**config.mk**
```make
export PLATFORM = sky130hd
export DESIGN_NAME = alu_int_div
export DESIGN_NICKNAME = d
export VERILOG_FILES = /design/src/rtl/alu_int_div.sv
export SDC_FILE = /design/constraint.sdc
export NUM_CORES = 1
export LEC_CHECK = 0
export BUFFER_PORTS_ARGS = -buffer_cell sky130_fd_sc_hd__buf_2
export CAP_MARGIN = 30
export CORE_UTILIZATION = 30
export CTS_BUF_LIST = sky130_fd_sc_hd__clkbuf_4
export DETAILED_ROUTE_END_ITERATION = 8
export GPL_TIMING_DRIVEN = 0
export HOLD_SLACK_MARGIN = 0.03
export PLACE_DENSITY = 0.56
export SKIP_LAST_GASP = 1
export SYNTH_ARGS = -nofsm -noshare
export SYNTH_HDL_FRONTEND = slang
export SYNTH_SLANG_ARGS = --single-unit
```
**constraint.sdc**
```tcl
create_clock -name clock -period 3.5 [get_ports clock]
set_clock_uncertainty 0.2 [all_clocks]
set_input_delay 0.175 -clock clock [delete_from_list [all_inputs] [get_ports clock]]
set_output_delay 0.175 -clock clock [all_outputs]
set_load 0.01 [all_outputs]
```
**src/rtl/alu_int_div.sv**
```systemverilog
// rtl/alu_int_div.sv - iterative radix-2 restoring 32-bit divider (DIV/DIVU/REM/REMU), optional ALU_INT_DIV_EARLY_OUT_EN
`ifndef PRF_INT_INDEX_SIZE
`define PRF_INT_INDEX_SIZE 7
`endif

module alu_int_div #(
  parameter int IDX_W = `PRF_INT_INDEX_SIZE
) (
  input  logic             clock,
  input  logic             reset,
  input  logic             flush,
  input  logic             in_valid,
  output logic             in_ready,
  input  logic [1:0]       in_op,
  input  logic [31:0]      in_rs1_data,
  input  logic [31:0]      in_rs2_data,
  input  logic [IDX_W-1:0] in_rd_index,
  output logic             out_valid,
  input  logic             out_ready,
  output logic [IDX_W-1:0] out_rd_index,
  output logic [31:0]      out_rd_data
);

  localparam int XLEN = 32;

  typedef enum logic [1:0] {
    IDLE = 2'd0,
    BUSY = 2'd1,
    DONE = 2'd2
  } state_t;

  state_t state;
  state_t state_next;

  logic accept;
  logic finalize;

  // latched operation context
  logic             op_rem;
  logic             neg_quo;
  logic             neg_rem;
  logic             div_zero;
  logic             overflow;
  logic [XLEN-1:0]  dividend_raw;
  logic [XLEN-1:0]  divisor_mag;
  logic [XLEN-1:0]  dvd;
  logic [XLEN-1:0]  rem;
  logic [5:0]       count;
  logic [IDX_W-1:0] rd_index;

  // operand decode on the input side
  logic            in_signed;
  logic            in_sign1;
  logic            in_sign2;
  logic [XLEN-1:0] in_mag1;
  logic [XLEN-1:0] in_mag2;
  logic            in_div_zero;
  logic            in_overflow;
  logic            in_special;

  // one restoring step
  logic [XLEN:0]   rem_shift;
  logic [XLEN:0]   diff;
  logic            q_bit;

  // sign-corrected result
  logic [XLEN-1:0] quo_fix;
  logic [XLEN-1:0] rem_fix;
  logic [XLEN-1:0] result;

  // RISC-V defined results for divide-by-zero and signed overflow
  function automatic logic [XLEN-1:0] special_result(input logic want_rem, input logic dz,
                                                     input logic [XLEN-1:0] dividend);
    logic [XLEN-1:0] r;
    if (dz) r = want_rem ? dividend : {XLEN{1'b1}};
    else    r = want_rem ? {XLEN{1'b0}} : {1'b1, {(XLEN-1){1'b0}}};
    return r;
  endfunction

  // decode signs, magnitudes and special cases of the offered operands
  always_comb begin
    in_signed   = ~in_op[0];
    in_sign1    = in_signed & in_rs1_data[XLEN-1];
    in_sign2    = in_signed & in_rs2_data[XLEN-1];
    in_mag1     = in_sign1 ? (~in_rs1_data + 1'b1) : in_rs1_data;
    in_mag2     = in_sign2 ? (~in_rs2_data + 1'b1) : in_rs2_data;
    in_div_zero = (in_rs2_data == '0);
    in_overflow = in_signed & (in_rs1_data == 32'h8000_0000) & (in_rs2_data == 32'hFFFF_FFFF);
    in_special  = in_div_zero | in_overflow;
  end

  // restoring step: shift in next dividend bit, subtract divisor if it fits
  always_comb begin
    rem_shift = {rem, dvd[XLEN-1]};
    diff      = rem_shift - {1'b0, divisor_mag};
    q_bit     = ~diff[XLEN];
  end

  // final sign correction and special-case mux
  always_comb begin
    quo_fix = neg_quo ? (~dvd + 1'b1) : dvd;
    rem_fix = neg_rem ? (~rem + 1'b1) : rem;
    if (div_zero || overflow) result = special_result(op_rem, div_zero, dividend_raw);
    else                      result = op_rem ? rem_fix : quo_fix;
  end

  // state register
  always_ff @(posedge clock) begin
    if (reset) state <= IDLE;
    else       state <= state_next;
  end

  // next-state and handshake outputs; flush overrides everything
  always_comb begin
    state_next = state;
    in_ready   = 1'b0;
    out_valid  = 1'b0;
    accept     = 1'b0;
    finalize   = 1'b0;
    case (state)
      IDLE: begin
        in_ready = 1'b1;
        if (in_valid && !flush) begin
          accept = 1'b1;
`ifdef ALU_INT_DIV_EARLY_OUT_EN
          state_next = in_special ? DONE : BUSY;
`else
          state_next = BUSY;
`endif
        end
      end
      BUSY: begin
        if (count == 6'd32) begin
          finalize   = ~flush;
          state_next = DONE;
        end
      end
      DONE: begin
        out_valid = 1'b1;
        if (out_ready) state_next = IDLE;
      end
      default: state_next = IDLE;
    endcase
    if (flush) state_next = IDLE;
  end

  // datapath: latch on accept, iterate in BUSY, register result on finalize
  always_ff @(posedge clock) begin
    if (reset) begin
      op_rem       <= 1'b0;
      neg_quo      <= 1'b0;
      neg_rem      <= 1'b0;
      div_zero     <= 1'b0;
      overflow     <= 1'b0;
      dividend_raw <= '0;
      divisor_mag  <= '0;
      dvd          <= '0;
      rem          <= '0;
      count        <= '0;
      rd_index     <= '0;
      out_rd_data  <= '0;
      out_rd_index <= '0;
    end else if (accept) begin
      op_rem       <= in_op[1];
      neg_quo      <= in_sign1 ^ in_sign2;
      neg_rem      <= in_sign1;
      div_zero     <= in_div_zero;
      overflow     <= in_overflow;
      dividend_raw <= in_rs1_data;
      divisor_mag  <= in_mag2;
      dvd          <= in_mag1;
      rem          <= '0;
      count        <= '0;
      rd_index     <= in_rd_index;
`ifdef ALU_INT_DIV_EARLY_OUT_EN
      if (in_special) begin
        out_rd_data  <= special_result(in_op[1], in_div_zero, in_rs1_data);
        out_rd_index <= in_rd_index;
      end
`endif
    end else if (finalize) begin
      out_rd_data  <= result;
      out_rd_index <= rd_index;
    end else if (state == BUSY && count != 6'd32) begin
      rem   <= q_bit ? diff[XLEN-1:0] : rem_shift[XLEN-1:0];
      dvd   <= {dvd[XLEN-2:0], q_bit};
      count <= count + 6'd1;
    end
  end

endmodule

```
* Word-level counts from Yosys, hierarchy flattened
Index checks and enable logic that the tools add are counted.
** Storage, ports and cells
- Register bits :: 187
- Logic and storage cells :: 80
- Input port bits :: 78
- Output and inout bits :: 41
** Operators by class
- Bitwise logic cells :: 14
- $add $sub $neg :: 6
- Equality and inequality tests :: 10
- Reductions and logical operators :: 13
- Multiplexer cells :: 23
** Operator list (count)
- 2-to-1 mux 32 bit :: 13
- adder 32 x 1 -> 32 bit (second input constant) :: 4
- inverter 32 bit :: 4
- equality test 32 bit (second input constant) :: 2
- subtractor 33 x 32 -> 33 bit :: 1
- zero test 32 bit :: 1
- inequality test 2 bit (second input constant) :: 4
- adder 6 x 1 -> 6 bit (second input constant) :: 1
- equality test 6 bit (second input constant) :: 1
- 2-to-1 mux 1 bit :: 6
- 2-to-1 mux 2 bit :: 3
- inequality test 6 bit (second input constant) :: 1
- case mux 2 bit (3 select lines) :: 1
- AND reduction 2 bit :: 3
- inverter 1 bit :: 5
- bitwise AND 1 bit :: 4
- OR reduction 2 bit :: 2
- AND reduction 3 bit :: 1
- equality test 2 x 1 -> 1 bit (second input constant) :: 1
- equality test 2 bit (second input constant) :: 1
- logical AND 1 bit :: 2
- zero test 2 bit :: 1
- nonzero test 2 bit :: 1
- zero test 1 bit :: 1
- 2 further kinds :: 2

* Depth between registers and ports, before layout
Gate-level depths: netlist of run 1.
- Depth after elaboration :: 6
- Depth in mapped cells :: 13
- Gate-level depth less buffers :: 12

* Worst setup path after synthesis of run 1
Ideal clock, no wire load.
- Path type :: flip-flop to flip-flop
- From :: register dvd[31]
- To :: register rem[7]
- Slack :: 0.218 ns
- Setup time :: 0.132 ns
- Data required time :: 3.168 ns
- Clock period less this slack :: 3.282 ns
- Arrival time :: 2.950 ns
- Cell stages (with the launch flop) :: 14
- Path buffers :: 1
- Cell sequence :: dfxtp_1 -> inv_1 -> ha_1 -> fa_1 -> nand2b_1 -> a21o_1 -> a21o_1 -> o211ai_1 -> a31oi_1 -> xnor2_1 -> clkbuf_1 -> nor2_1 -> a211oi_1 -> nor3_1
** Between the ends
- Word-level cells in the longest chain between the ends :: 2
** Ends and longest elaborated chain
- start, declared :: line 46 : logic [XLEN-1:0] dvd;
- start signal, assigned :: line 171 : dvd <= in_mag1;
- start signal, assigned :: line 186 : dvd <= {dvd[XLEN-2:0], q_bit};
- subtractor 33 x 32 -> 33 bit :: line 95 : diff = rem_shift - {1'b0, divisor_mag};
- 2-to-1 mux 32 bit :: line 185 : rem <= q_bit ? diff[XLEN-1:0] : rem_shift[XLEN-1:0];
- end signal, assigned :: line 185
- end, declared :: line 47 : logic [XLEN-1:0] rem;
Every way passes these cells.
A chain may end at the register's enable or synchronous reset.

* Worst setup path after layout of run 1
- From :: register dvd[3]
- To :: register out_rd_data[28]
** Between the ends
- Word-level cells in the longest chain between the ends :: 5
** Ends and longest elaborated chain
- inverter 32 bit :: line 101 : quo_fix = neg_quo ? (~dvd + 1'b1) : dvd;
- adder 32 x 1 -> 32 bit :: line 101
- 2-to-1 mux 32 bit :: line 101
- 2-to-1 mux 32 bit :: line 104 : else result = op_rem ? rem_fix : quo_fix;
- 2-to-1 mux 32 bit :: line 103 : if (div_zero || overflow) result = special_result(op_rem, div_zero, dividend_raw);
- end signal, assigned :: line 182 : out_rd_data <= result;
- end, declared :: line 21 : output logic [31:0] out_rd_data
Every way passes these cells.

==> flow_metrics.tcl, run 1 <==
set metrics [dict create \
    outcome "finished clean" \
    io_buffers 117 \
    syn_inst 1627 \
    cp_slowest_stage_delay_ps 580 \
    grtUsageTotal 0.2334 \
    worstMarginPinSlew_ps 1071 \
    cts_root_buf "clkbuf_4" \
    grt_pass1_wl_um 73880 \
    drcViolationCount 0 \
    arrival_ps 3790 \
    synth_top_cell_area_share 0.3110 \
    async_reset_ff_frac 0 \
    drtPass1Iterations 5 \
    ys_ff_latch 187 \
    start_kind "register" \
    critPathSlowestCell "or4_4" \
    ios 119 \
    rows 73 \
    clk_path_buf_depth 2 \
    final_util 0.3731 \
    synth_area_mm2 0.01204 \
    finalSetupViolations 0 \
    clk_latency_ps 670 \
    timing.final.crit_share 0.9724 \
    die_area_mm2 0.04093 \
    seq_area_frac_synth 0.3110 \
    fin_nets 1994 \
    grt_max_degree 18 \
    hp-class "input pin to register" \
    post-route-min-period_ps 3403 \
    power.total_w 0.004999 \
    die_w_um 202.3 \
    wire_per_inst_um 19.82 \
    finalHoldViolCount 0 \
    first_global_vias 12535 \
    crit_required_ps 3890 \
    synth_flop_cell "dfxtp_1" \
    syn_avg_cell_area_um2 7.399 \
    gp_congestion 0.9401 \
    max_freq_mhz 293.8 \
    leakage_nw 5.456 \
    ff_latch_area_mm2 0.003752 \
    ys_types 65 \
    yosysWarningCount 0 \
    fillers 4265 \
    slew_headroom 0.2858 \
    path_class "register to register" \
    dp_hpwl_um 36390 \
    cts.sinks 187 \
    max_cap_viol_count 0 \
    cts.clk_slew.worst_paths_ps 200 \
    die_h_um 202.3 \
    synth_edf_count 0 \
    multi_input_area_mm2 0.007730 \
    cts_buffers 17 \
    drv_slew 0 \
    path_cells "or4_4, or3_4, or4_4, or3_4, o21ai_2, xor2_1, mux2i_1, o221ai_1, nand2_1" \
    placedInstanceArea_mm2 0.01330 \
    crit_fanout 7 \
    start_util 0.3037 \
    dpl_worst_slack_ps -765.6 \
    totalWireLength_um 47890 \
    cp-end-kind "register" \
    vdd_drop_max_mv 0.2238 \
    synth.most_common_cell "nand2_1" \
    synth_fp_nets 1745 \
    syn2layout_area_growth_pct 22.88 \
    setup_slack_ps 96.57 \
    cts_tree "done" \
    drtAntennaViolNets 0 \
    crit_family "simple AND/OR/NAND/NOR gates" \
    synthTopCellsByArea "dfxtp_1 31%, nand2_1 8.0%, a21oi_1 5.7%" \
    yosysTopAreaCell "dfxtp_1" \
    core_area_mm2 0.03964 \
    antenna_found_initial 2 \
    drive_above_1_share 0.1048 \
    powerDensity_mw_per_mm2 338.0 \
    cp.buffers_inverters 0 \
    cts_htree_levels 4 \
    grt.overflow.total 0 \
    drtIter0Drc 1292 \
    vias 13128 \
    synthTopCellsByCount "256 x nand2_1, 187 x dfxtp_1, 163 x nor2_1" \
    vias_per_cell 5.432 \
    worst_hold_slack_ps 73.62 \
    finalInstanceArea_mm2 0.01479 \
]
==> cell type report <==
cell class                      count  share of cell area
Timing Repair Buffer              232              0.1157
Antenna cell                        3           0.0005075
Tap cell                          525             0.04441
Inverter                           62             0.01573
Buffer                            108             0.02884
Sequential cell                   187              0.2537
Clock buffer                       18            0.009136
Multi-Input combinational cell   1268              0.5226
Clock inverter                     14            0.009389
==> flip-flops by register name (all words and copies together), names as in the netlist <==
signal,flops
dividend_raw,32
divisor_mag,32
dvd,32
out_rd_data,32
rem,32
out_rd_index,7
rd_index,7
count,6
state,2
div_zero,1
neg_quo,1
neg_rem,1
op_rem,1
overflow,1
==> worst paths after layout <==
kind,slack [ps],from,to,depth (start not counted)
max,100,dvd[3],out_rd_data[28],9
min,70,flush,state[0],3
max reg2reg,100,dvd[3],out_rd_data[28],9
min reg2reg,250,out_rd_data[28],out_rd_data[28],2
==> layout by cell type, fill, tap and decap left out, drive strengths merged, types with 18 or more instances in the layout <==
cell type / netlist / routed
or3: 26 / 26
nand2b: 18 / 18
o21ai: 113 / 113
a21oi: 138 / 138
clkbuf: 103 / 117
a211oi: 48 / 48
dfxtp: 187 / 187
o31ai: 23 / 23
inv: 62 / 67
buf: 7 / 137
a311oi: 44 / 44
nand2: 256 / 256
nor3: 33 / 33
xor2: 71 / 71
dlygate4sd3: 0 / 104
xnor2: 76 / 76
nor2: 163 / 163
o211ai: 33 / 33
ha: 39 / 39
==> power breakdown <==
| part | switching [W] | leakage (nW) | internal, W |
|---|---|---|---|
| Sequential | 0.000101 | 1.53 | 0.00222 |
| Combinational | 0.000836 | 3.79 | 0.000573 |
| Clock | 0.000895 | 0.142 | 0.000377 |
| Total | 0.00183 | 5.46 | 0.00317 |
==> through the flow <==
stage,instances,TNS (ps)
after global placement,2269,-17560
after floorplan,1627,0
after global routing,2415,-49.00
after CTS,2411,0
after detailed placement,2271,-18900
final,2417,0
==> routing by layer <==
metal	track usage	wire (um)	vias up	share of wire
met1	0.3218	21670	6291	0.45
met5	0	13	-	0.00027
met2	0.3702	21690	479	0.45
li1	-	-	6289	-
met4	0.07009	1090	2	0.023
met3	0.03870	3426	67	0.072
==> cells by family (layout without fill, tap and decap cells) <==
kind of cell,Yosys count,count (layout),synth area share
and+or+nand+nor,587,587,0.2185
AOI/OAI and AO/OA,489,489,0.2633
DFF,187,187,0.3110
buffers and inverters,172,434,0.05384
xor gates and xnor gates,147,147,0.1070
adders and majority gates,40,40,0.04220
muxes,5,5,0.004262
other,0,3,0
==> tightest hold or removal path, delay by kind of cell <==
family                 cells  cell delay (ps)
AOI/OAI and AO/OA          1               60
buffers and inverters      2              690
==> repair_timing <==
action	in CTS	in global routing
setup endpoints to repair	36	35
hold buffers	104	0
pin swaps	3	4
resized for setup	14	21
endpoints found under the hold margin	111	0
buffers inserted	5	3
Note: power is estimated with default switching activity, not from simulation.
==> run 2, diff against run 1 <==
--- a/config.mk
+++ b/config.mk
@@ -12,7 +12,6 @@
 export DETAILED_ROUTE_END_ITERATION = 8
 export GPL_TIMING_DRIVEN = 0
 export HOLD_SLACK_MARGIN = 0.03
-export PLACE_DENSITY = 0.56
 export SKIP_LAST_GASP = 1
 export SYNTH_ARGS = -nofsm -noshare
 export SYNTH_HDL_FRONTEND = slang
==> run 2 against run 1 <==
  * Routed wire length shrank 0.95%
  * Register-to-register slack is essentially flat
  * Final area grew 1.4%
  * Critical endpoint is now dvd[30]
  * Highest routed layer unchanged
==> flow_metrics.tcl, run 2 (same netlist as run 1, synthesis figures left out) <==
set metrics [dict create \
    slew_headroom 0.3342 \
    post-route-min-period_ps 3446 \
    leakage_nw 5.560 \
    met2_usage 0.3463 \
    hp-class "input pin to register" \
    drtIter0Drc 1149 \
    finalSetupTns_ps 0 \
    finalNonFillerCells 2418 \
    cts_htree_levels 4 \
    timing.final.crit_share 0.9845 \
    finalHoldViolCount 0 \
    io_buffers 117 \
    drtPass1Iterations 5 \
    cp-end-kind "register" \
    start_kind "input pin" \
    clk_path_buf_depth 2 \
    powerDensity_mw_per_mm2 358.4 \
    wire_per_inst_um 19.62 \
    arrival_ps 3810 \
    rows 73 \
    gp_congestion 0.9517 \
    cts_tree "done" \
    drive_above_1_share 0.1099 \
    drcViolationCount 0 \
    drv_slew 0 \
    start_util 0.3037 \
    use_met1 0.3171 \
    max_cap_viol_count 0 \
    ios 119 \
    cts.clk_slew.worst_paths_ps 180 \
    cts.sinks 187 \
    grtUsageTotal 0.2270 \
    crit_fanout 6 \
    syn2layout_area_growth_pct 24.63 \
    totalWireLength_um 47440 \
    die_area_mm2 0.04093 \
    finalSetupViolations 0 \
    cts_buffers 17 \
    mostFrequentLayoutCells "256 x nand2_1, 181 x dfxtp_1, 163 x nor2_1" \
    vias 13278 \
    cts_root_buf "clkbuf_4" \
    final_common_cell "nand2_1" \
    worstMarginPinSlew_ps 989.6 \
    max_freq_mhz 290.2 \
    die_w_um 202.3 \
    outcome "finished clean" \
    grt.overflow.total 0 \
    vias_per_cell 5.491 \
    path_class "input pin to register" \
    dp_hpwl_um 36230 \
    worst_hold_slack_ps 113.8 \
    grt_max_degree 17 \
    vdd_drop_max_mv 0.2308 \
    busiest_layer "met2" \
    antenna_found_initial 2 \
    core_area_mm2 0.03964 \
    dpl.cell_count 2272 \
    clk_latency_ps 650 \
    grt_pass1_wl_um 71770 \
    crit_required_ps 3860 \
    first_global_vias 12365 \
    met3_usage 0.03434 \
    die_h_um 202.3 \
    fin_nets 1999 \
    drtAntennaViolNets 0 \
]
-- run 2: cell count changes in the layout (fill, tap and decap cells not counted), moves of 3 or more --
cell,delta
clkinvlp_4,-3
bufinv_16,+6
dlygate4sd3_1,-4
buf_4,+6
inv_6,-3
-- run 2: where the power goes --
part | switching [W] | leakage, nW | internal, W
Sequential | 0.0000996 | 1.53 | 0.00222
Combinational | 0.000845 | 3.84 | 0.000599
Clock | 0.000835 | 0.198 | 0.000782
Total | 0.00178 | 5.56 | 0.00360
-- run 2: final cells by class --
type	count	area, um^2
antenna	1	2.502
buffer	109	439.2
clock buffer	18	135.1
clock inverter	12	244.0
fill	4222	24640
inverter	62	232.7
multi-input combinational	1268	7771
sequential	187	3754
tap	525	656.9
timing repair buffer	236	1768
-- run 2: through the flow --
stage / utilization / worst slack (ps) / power [W] / instance area (um^2)
2_1_floorplan: - / 218.2 / 0.003162 / 12040
3_3_place_gp: 0.3350 / -726.3 / 0.003565 / 13280
3_5_place_dp: 0.3358 / -752.0 / 0.003578 / 13310
4_1_cts: 0.3732 / 24.34 / 0.005314 / 14790
5_1_grt: 0.3785 / -0.8820 / 0.005620 / 15000
6_report: 0.3785 / 54.12 / 0.005377 / 15000
-- run 2: path summary, 6_finish.rpt --
path	start	to	slack (ps)	cells past startpoint
worst min register to register	rd_index[6]	out_rd_index[6]	240	2
worst max-delay path	in_rs1_data[6]	dvd[30]	50	10
worst min-delay path	in_rs1_data[9]	dividend_raw[9]	110	4
worst max register to register	rem[9]	rem[30]	110	12
-- run 2: routing by layer --
metal  vias up  wire [um]
met5         -         13
met4         2       1646
met3        89       3408
met2       559      20720
met1      6336      21640
li1       6292          -
-- run 2: timing repair --
action / in CTS / in global routing
endpoints found under the setup margin: 36 / 37
buffers inserted: 4 / 10
gates resized for setup: 15 / 33
gates cloned: 0 / 2
hold endpoints to repair: 111 / 0
hold buffers: 100 / 0
pin swaps: 4 / 3
-- run 2: worst max-delay path: stages --
cell,delay (ps)
dlygate4sd3_1,540
buf_2,160
or4_1,570
nor4_1,770
and2_1,370
nand3_1,310
o41ai_1,420
xnor2_1,160
nor2_1,70
a311oi_1,260
==> run 3, diff against run 2 <==
--- a/config.mk
+++ b/config.mk
@@ -8,10 +8,11 @@
 export BUFFER_PORTS_ARGS = -buffer_cell sky130_fd_sc_hd__buf_2
 export CAP_MARGIN = 30
 export CORE_UTILIZATION = 30
-export CTS_BUF_LIST = sky130_fd_sc_hd__clkbuf_4
+export CTS_CLUSTER_SIZE = 10
 export DETAILED_ROUTE_END_ITERATION = 8
 export GPL_TIMING_DRIVEN = 0
 export HOLD_SLACK_MARGIN = 0.03
+export SETUP_SLACK_MARGIN = 0.2
 export SKIP_LAST_GASP = 1
 export SYNTH_ARGS = -nofsm -noshare
 export SYNTH_HDL_FRONTEND = slang
==> run 3 against run 2 <==
  * Clock power up 47%
  * Die area unchanged
  * Global-route usage is 0.20 points higher
  * Critical endpoint is now out_rd_data[28]
  * Largest power group is now clock
==> flow_metrics.tcl, run 3 (same netlist as run 1, synthesis figures left out) <==
set metrics [dict create \
    outcome "finished clean" \
    clk_latency_ps 460 \
    critPathSlowestCell "or4_4" \
    powerDensity_mw_per_mm2 402.2 \
    grt_max_degree 17 \
    first_global_vias 12328 \
    io_buffers 117 \
    die_area_mm2 0.04093 \
    hp-class "input pin to register" \
    die_w_um 202.3 \
    gp_congestion 0.9517 \
    rsz0062_at_grt "true" \
    fin_nets 1988 \
    cts_root_buf "clkbuf_16" \
    path_class "register to register" \
    drcViolationCount 0 \
    power.total_w 0.006170 \
    dpl.cell_count 2272 \
    totalWireLength_um 47920 \
    timing.final.crit_share 0.9319 \
    path_cells "or4_4, or3_4, or4_4, or3_4, o21ai_2, xor2_1, mux2i_1, o221ai_2, nand2_1" \
    drive_above_1_share 0.1297 \
    syn2layout_area_growth_pct 27.43 \
    drtAntennaViolNets 0 \
    vias 13213 \
    cts.sinks 187 \
    num_antenna_cells 0 \
    rrSetupSlack_ps 240 \
    cp.buffers_inverters 0 \
    wire_per_inst_um 19.91 \
    cts.clk_slew.worst_paths_ps 70 \
    crit_family "simple AND/OR/NAND/NOR gates" \
    dp_hpwl_um 36230 \
    max_cap_viol_count 0 \
    grtUsageTotal 0.2290 \
    antenna_found_initial 0 \
    arrival_ps 3420 \
    start_kind "register" \
    worstMarginPinSlew_ps 1074 \
    die_h_um 202.3 \
    drtIter0Drc 1145 \
    grt_pass1_wl_um 72570 \
    crit_fanout 6 \
    drv_slew 0 \
    finalSetupViolations 0 \
    vias_per_cell 5.492 \
    final_common_cell "nand2_1" \
    cts_htree_levels 4 \
    leakage_nw 5.688 \
    rows 73 \
    finalNonFillerCells 2406 \
    setup_slack_ps 238.5 \
    cp_slowest_stage_delay_ps 540 \
    slew_headroom 0.2842 \
    cts_tree "done" \
    mostFrequentLayoutCells "253 x nand2_1, 176 x dfxtp_1, 163 x nor2_1" \
    cp-end-kind "register" \
    dpl_worst_slack_ps -752.0 \
    finalHoldViolCount 0 \
    final_util 0.3870 \
    worst_hold_slack_ps 48.88 \
    drtPass1Iterations 5 \
    clk_path_buf_depth 2 \
    ios 119 \
    post-route-min-period_ps 3261 \
    vdd_drop_max_mv 0.3745 \
    crit_required_ps 3650 \
    grt.overflow.total 0 \
    core_area_mm2 0.03964 \
    max_freq_mhz 306.6 \
    start_util 0.3037 \
    cts_buffers 17 \
]
## run 3: worst register-to-register path, cell delays in order, from the launching register on
cell and delay (ps):
dfxtp_4 360, or4_4 540, or3_4 380, or4_4 540, or3_4 380, o21ai_2 140
xor2_1 190, mux2i_1 120, o221ai_2 230, nand2_1 80
## run 3: area by class of cell
type	instances	area [um^2]
multi-input combinational	1268	7884
clock inverter	10	236.5
timing repair buffer	225	1659
clock buffer	20	456.7
buffer	109	451.7
inverter	62	232.7
sequential	187	3762
fill	4177	24300
tap	525	656.9
## run 3: final timing paths
path,cells past startpoint,end,from
worst max-delay path,9,out_rd_data[28],dvd[3]
worst min-delay path,5,dvd[3],in_rs1_data[1]
worst max register to register,9,out_rd_data[28],dvd[3]
worst min register to register,2,out_rd_data[28],out_rd_data[28]
## run 3: through the flow
step	TNS (ps)	cell area (um^2)
global route	0	15340
detailed placement	-18620	13310
global placement	-17860	13280
CTS	0	15060
floorplan	0	12040
finish	0	15340
## run 3: where the power goes
| group | switching [W] | total, W | internal [W] |
|---|---|---|---|
| Sequential | 0.000104 | 0.00232 | 0.00221 |
| Combinational | 0.000858 | 0.00147 | 0.000614 |
| Clock | 0.000932 | 0.00238 | 0.00145 |
| Total | 0.00189 | 0.00617 | 0.00428 |
## run 3: routing by layer
metal	global-route usage	share of wire	vias up
met5	0	0	-
met4	0.07438	0.026	0
met3	0.03418	0.073	71
met2	0.3591	0.44	530
met1	0.3195	0.46	6333
li1	-	-	6279
## run 3: what timing repair did
action,CTS,global route
resized for setup,31,65
gates cloned,1,0
setup buffers,12,11
pin swaps,8,22
hold buffers,81,0
endpoints found under the setup margin,39,45
hold endpoints to repair,109,0
